File: src/rtl/vedic_pkg.sv
// Shared widths, types and the 2x2 Urdhva cell for the vedic_eight_pipeline multiplier.
// Optional feature macro: VEDIC_VALID_EN (valid tracking alongside the data pipeline).
package vedic_pkg;

    localparam int unsigned OP_W     = 8;
    localparam int unsigned HALF_W   = 4;
    localparam int unsigned PROD_W   = 16;
    localparam int unsigned PIPE_LAT = 4;
    localparam int unsigned PPROD_W  = 8;
    localparam int unsigned CROSS_W  = PPROD_W + 1;

    typedef logic [OP_W-1:0]    operand_t;
    typedef logic [HALF_W-1:0]  half_t;
    typedef logic [PPROD_W-1:0] pprod_t;
    typedef logic [PROD_W-1:0]  product_t;

    // 2x2 Urdhva cell: vertical and crosswise bit products with explicit carries.
    function automatic logic [3:0] urdhva2(input logic [1:0] a, input logic [1:0] b);
        logic q0, q1, q2, q3, x0, x1, c1;
        q0 = a[0] & b[0];
        x0 = a[1] & b[0];
        x1 = a[0] & b[1];
        q1 = x0 ^ x1;
        c1 = x0 & x1;
        q2 = (a[1] & b[1]) ^ c1;
        q3 = a[1] & b[1] & c1;
        return {q3, q2, q1, q0};
    endfunction

endpackage

File: src/rtl/vedic_four.sv
// Combinational 4x4 Vedic multiplier assembled from four 2x2 Urdhva cells.
module vedic_four
    import vedic_pkg::*;
(
    input  logic [HALF_W-1:0]  i_a,
    input  logic [HALF_W-1:0]  i_b,
    output logic [PPROD_W-1:0] o_p_c
);

    logic [3:0]         w_ll;
    logic [3:0]         w_lh;
    logic [3:0]         w_hl;
    logic [3:0]         w_hh;
    logic [PPROD_W-1:0] w_cross;

    assign w_ll = urdhva2(i_a[1:0], i_b[1:0]);
    assign w_lh = urdhva2(i_a[1:0], i_b[3:2]);
    assign w_hl = urdhva2(i_a[3:2], i_b[1:0]);
    assign w_hh = urdhva2(i_a[3:2], i_b[3:2]);

    assign w_cross = PPROD_W'(w_lh) + PPROD_W'(w_hl);
    assign o_p_c   = PPROD_W'(w_ll) + (w_cross << 2) + (PPROD_W'(w_hh) << 4);

endmodule

File: src/rtl/vedic_eight_pipeline.sv
// Four-stage pipelined 8x8 Urdhva-Tiryagbhyam multiplier, one result per cycle.
// Optional macro VEDIC_VALID_EN adds in_valid/out_valid tracked through the pipeline.
module vedic_eight_pipeline
    import vedic_pkg::*;
(
    input  logic              clk1,
    input  logic              rst_n,
    input  logic [OP_W-1:0]   i,
    input  logic [OP_W-1:0]   j,
    output logic [PROD_W-1:0] z
`ifdef VEDIC_VALID_EN
    ,
    input  logic              in_valid,
    output logic              out_valid
`endif
);

    operand_t             r_i;
    operand_t             r_j;
    pprod_t               r_ll;
    pprod_t               r_lh;
    pprod_t               r_hl;
    pprod_t               r_hh;
    logic [CROSS_W-1:0]   r_cross;
    pprod_t               r_low;
    pprod_t               r_high;
    product_t             r_z;

    pprod_t               w_ll;
    pprod_t               w_lh;
    pprod_t               w_hl;
    pprod_t               w_hh;

    vedic_four u_ll (.i_a(r_i[HALF_W-1:0]),    .i_b(r_j[HALF_W-1:0]),    .o_p_c(w_ll));
    vedic_four u_lh (.i_a(r_i[HALF_W-1:0]),    .i_b(r_j[OP_W-1:HALF_W]), .o_p_c(w_lh));
    vedic_four u_hl (.i_a(r_i[OP_W-1:HALF_W]), .i_b(r_j[HALF_W-1:0]),    .o_p_c(w_hl));
    vedic_four u_hh (.i_a(r_i[OP_W-1:HALF_W]), .i_b(r_j[OP_W-1:HALF_W]), .o_p_c(w_hh));

    // Operand capture, partial products, cross/low/high terms, final sum.
    always_ff @(posedge clk1 or negedge rst_n) begin
        if (!rst_n) begin
            r_i     <= '0;
            r_j     <= '0;
            r_ll    <= '0;
            r_lh    <= '0;
            r_hl    <= '0;
            r_hh    <= '0;
            r_cross <= '0;
            r_low   <= '0;
            r_high  <= '0;
            r_z     <= '0;
        end else begin
            r_i     <= i;
            r_j     <= j;
            r_ll    <= w_ll;
            r_lh    <= w_lh;
            r_hl    <= w_hl;
            r_hh    <= w_hh;
            r_cross <= CROSS_W'(r_lh) + CROSS_W'(r_hl);
            r_low   <= r_ll;
            r_high  <= r_hh;
            r_z     <= PROD_W'(r_low) + (PROD_W'(r_cross) << HALF_W) + (PROD_W'(r_high) << OP_W);
        end
    end

    assign z = r_z;

`ifdef VEDIC_VALID_EN
    logic [PIPE_LAT-1:0] r_vld;

    // Valid bit rides alongside the data; the data path ignores it.
    always_ff @(posedge clk1 or negedge rst_n) begin
        if (!rst_n) begin
            r_vld <= '0;
        end else begin
            r_vld <= {r_vld[PIPE_LAT-2:0], in_valid};
        end
    end

    assign out_valid = r_vld[PIPE_LAT-1];
`endif

endmodule

File: config.mk
export PLATFORM = sky130hd
export DESIGN_NAME = vedic_eight_pipeline
export DESIGN_NICKNAME = d
export VERILOG_FILES = /design/src/rtl/vedic_pkg.sv /design/src/rtl/vedic_four.sv /design/src/rtl/vedic_eight_pipeline.sv
export SDC_FILE = /design/constraint.sdc
export NUM_CORES = 1
export LEC_CHECK = 0
export CAP_MARGIN = 20
export CORE_ASPECT_RATIO = 0.8
export CORE_UTILIZATION = 59
export DETAILED_ROUTE_END_ITERATION = 10
export HOLD_SLACK_MARGIN = 0.03
export PLACE_DENSITY = 0.88
export SETUP_SLACK_MARGIN = 0.1
export SLEW_MARGIN = 40
export SYNTH_ARGS = -nofsm -noshare
export SYNTH_HDL_FRONTEND = slang
export SYNTH_SLANG_ARGS = --single-unit
File: constraint.sdc
create_clock -name clk1 -period 3.2 [get_ports clk1]
set_clock_uncertainty 0.15 [all_clocks]
set_input_delay 0.64 -clock clk1 [delete_from_list [all_inputs] [get_ports clk1]]
set_output_delay 0.64 -clock clk1 [all_outputs]
set_load 0.05 [all_outputs]
==> flow_summary.ini <==
[die]
start_util_pct = 61.35
ios = 34
rows = 29
die_height_microns = 83.68
die_area_sq_um = 8710
die_x_microns = 104.1
coreArea_sq_um = 8019

[final_layout]
area_growth_pct = 13.68
final_nets = 568
layout-drive-gt1-share_pct = 5.000
antennaDiodeCount = 0
utilization_pct = 69.75

[setup_path]
path_cells = and2_1, ha_1, fa_1, ha_1, a21o_1, a21oi_1, o21bai_1, a21oi_1, xnor2_1
arrival_ns = 3.05
worst_ep_required_time_ns = 3.32
reg2reg_from = r_i[7]$_DFF_PN0_
cp-end-kind = flip-flop
start_kind = flip-flop
cp_num_buf_inv = 0
crit_family = adder cells
slowest_delay_ns = 0.52
timing.critical_path.from = r_i[7]$_DFF_PN0_
critPathKind = reg -> reg
r2r-end = r_hl[7]$_DFF_PN0_
cp_max_fo = 8
reg2reg_depth = 9
r2r_slack_ns = 0.28
endpoint = r_hl[7]$_DFF_PN0_
cp_slowest_cell = fa_1
path_depth = 9

[sta]
max_freq_mhz = 342.1
hold_ws_ns = 0.2003
hold_viol_final = 0
worst_slew_pin_slew_ns = 0.5013
layout_setup_ws_ns = 0.2768
setup_viol = 0
drv_slew = 0
fin_setup_tns_ns = 0
post-route-period-util_pct = 91.35
relSlewSlack_pct = 66.48
fin_crit_ns = 2.923
rsz0062_at_grt = false

[synthesis]
synthTopCellsByArea = dfrtp_1, ha_1, and2_1
ys_ff_latch = 89
synth_cells = 409
yosys.area.top_type = dfrtp_1
syn-num-nets = 522
avgSynthCellArea_sq_um = 12.03
yosys.area.top_type_share_pct = 45.27
syn-cell-area_sq_um = 4920
synth_cell_types = 28
seq_area_frac_synth_pct = 45.27
ys.warnings.count = 0

[cts]
ctsResizeCount = 0
cts_sinks = 89
cts_tree = done
clockBufferDepth = 2
clock_latency_ns = 0.35
clockRootBuffer = clkbuf_8
cts_buffers = 9
post_cts_buffers = 0
clk_pin_slew_ns = 0.09
cts.htree.levels = 3

[placement]
dpl.hpwl_microns = 6702
gp_congestion = 0.8615
io_buffers = 33
place_ws_ns = 0.3036

[job]
cap_viol_max_count = 0

[grt]
antenna_found_initial = 0
grt_pass1_wl_microns = 14760
grt_max_degree = 85
grt_pass1_vias = 3244
groute.usage.overall_pct = 22.01
grt_overflow = 0

[drt]
wl_microns = 8637
vias = 3029
drt-vias-per-instance = 5.333
ant_nets = 0
wl_per_cell_microns = 15.21
initialDrtViolationCount = 101
drtPass1Iterations = 4
drc = 0

[min_path]
min_path_type = reg -> reg

[power_and_ir_drop]
p_sw_share_pct = 37.19
seq_power_share_pct = 40.4
p_leak_uw = 0.002975
p_per_area_nw_per_um2 = 657.7
clkPwrFrac_pct = 19.4
p_comb_share_pct = 40.2
switchingPower_uw = 1368
ir_drop_mv = 0.3907
cell_internal_pwr_uw = 2310

[outcome]
status = completed
==> cell type report <==
cell class | count | area (sq um)
multi-input combinational | 291 | 2584
fill | 591 | 2426
sequential | 89 | 2227
timing repair buffer | 35 | 357.8
clock buffer | 11 | 141.4
tap | 108 | 135.1
inverter | 29 | 108.9
clock inverter | 5 | 38.79
==> layout by cell type (no fill, tap or decap) <==
cell,Yosys,layout
dfrtp_1,89,89
ha_1,85,85
and2_1,65,65
clkdlybuf4s50_1,0,32
inv_1,29,29
xnor2_1,29,29
a21o_1,23,23
a21oi_1,23,23
xor2_1,10,10
fa_1,10,10
clkbuf_8,0,10
nor2_1,7,7
nand2_1,6,6
o21ai_0,5,5
o21bai_1,4,4
nor2b_1,3,3
nor3_1,3,3
nand3_1,2,2
o21a_1,2,2
or3_1,2,2
or2_2,2,2
a211oi_1,2,2
clkinv_2,0,2
o2111ai_2,1,1
o31a_4,1,1
a31o_2,1,1
o2111ai_1,1,1
nand4_1,1,1
a31oi_1,1,1
o211a_1,1,1
o21ai_2,1,1
inv_8,0,1
clkinv_4,0,1
inv_6,0,1
clkbuf_1,0,1
dlygate4sd3_1,0,1
buf_4,0,1
buf_12,0,1
==> how the worst min path moves through the flow <==
| stage | from | end | slack (ns) | cells after the start |
|---|---|---|---|---|
| after floorplan | r_hh[0]$_DFF_PN0_ | r_high[0]$_DFF_PN0_ | 0.18 | 0 |
| after global placement | r_ll[4]$_DFF_PN0_ | r_low[4]$_DFF_PN0_ | 0.18 | 0 |
| after detailed placement | r_hh[6]$_DFF_PN0_ | r_high[6]$_DFF_PN0_ | 0.18 | 0 |
| after CTS | r_ll[6]$_DFF_PN0_ | r_low[6]$_DFF_PN0_ | 0.20 | 0 |
| after global routing | r_ll[6]$_DFF_PN0_ | r_low[6]$_DFF_PN0_ | 0.20 | 0 |
| final | r_ll[6]$_DFF_PN0_ | r_low[6]$_DFF_PN0_ | 0.20 | 0 |
==> metrics by stage <==
stage / cell area, sq um / power, uW / std cells
5_1_grt: 5593 / 3890 / 568
2_1_floorplan: 4920 / 2550 / 409
6_report: 5593 / 3678 / 568
3_3_place_gp: 5403 / 2890 / 551
3_5_place_dp: 5403 / 2984 / 551
4_1_cts: 5593 / 3712 / 568
==> power by group through the flow <==
stage | Clock [uW] | Combinational, uW | Sequential [uW]
CTS | 734 | 1490 | 1490
floorplan | 0 | 787 | 1760
finish | 713 | 1480 | 1490
detailed placement | 0 | 1470 | 1510
global placement | 0 | 1390 | 1500
global route | 780 | 1600 | 1510
==> worst register-to-register path: stages, from the launching register on <==
cell and delay, ns:
dfrtp_1 0.47, and2_1 0.20, ha_1 0.34, fa_1 0.52
ha_1 0.32, a21o_1 0.18, a21oi_1 0.23, o21bai_1 0.09
a21oi_1 0.20, xnor2_1 0.15
==> cells in the mapped netlist, drive strengths merged <==
master and n:
a211oi 2, a21o 23, a21oi 23, a31o 1
a31oi 1, and2 65, dfrtp 89, fa 10
ha 85, inv 29, nand2 6, nand3 2
nand4 1, nor2 7, nor2b 3, nor3 3
o2111ai 2, o211a 1, o21a 2, o21ai 6
o21bai 4, o31a 1, or2 2, or3 2
xnor2 29, xor2 10
==> metal layers <==
| metal | part of all wire (%) | GRT usage, % | vias up | wire (microns) |
|---|---|---|---|---|
| li1 | - | - | 1468 | - |
| met1 | 45 | 27.64 | 1465 | 3848 |
| met2 | 49 | 37.70 | 78 | 4254 |
| met3 | 4.3 | 4.606 | 18 | 368 |
| met4 | 1.9 | 8.182 | 0 | 165 |
| met5 | 0 | 0 | - | 0 |
==> cell families after synthesis <==
family | Yosys count | synth area share, %
AOI/OAI and AO/OA | 66 | 9.105
xor gates and xnor gates | 39 | 6.943
adders and majority gates | 95 | 25.69
buffers and inverters | 29 | 2.213
DFF | 89 | 45.27
and+or+nand+nor | 91 | 10.78
==> state kept, by name, indices dropped and copies added, names as in the netlist <==
register,flops
r_lh,8
z,16
r_low,8
r_hl,8
r_high,8
r_ll,8
r_hh,8
r_j,8
r_cross,9
r_i,8
==> timing repair <==
item                       CTS  global route
hold endpoints to repair     5             0
hold buffers                 1             0
setup endpoints to repair    0             0
(Power assumes the default switching activity.)
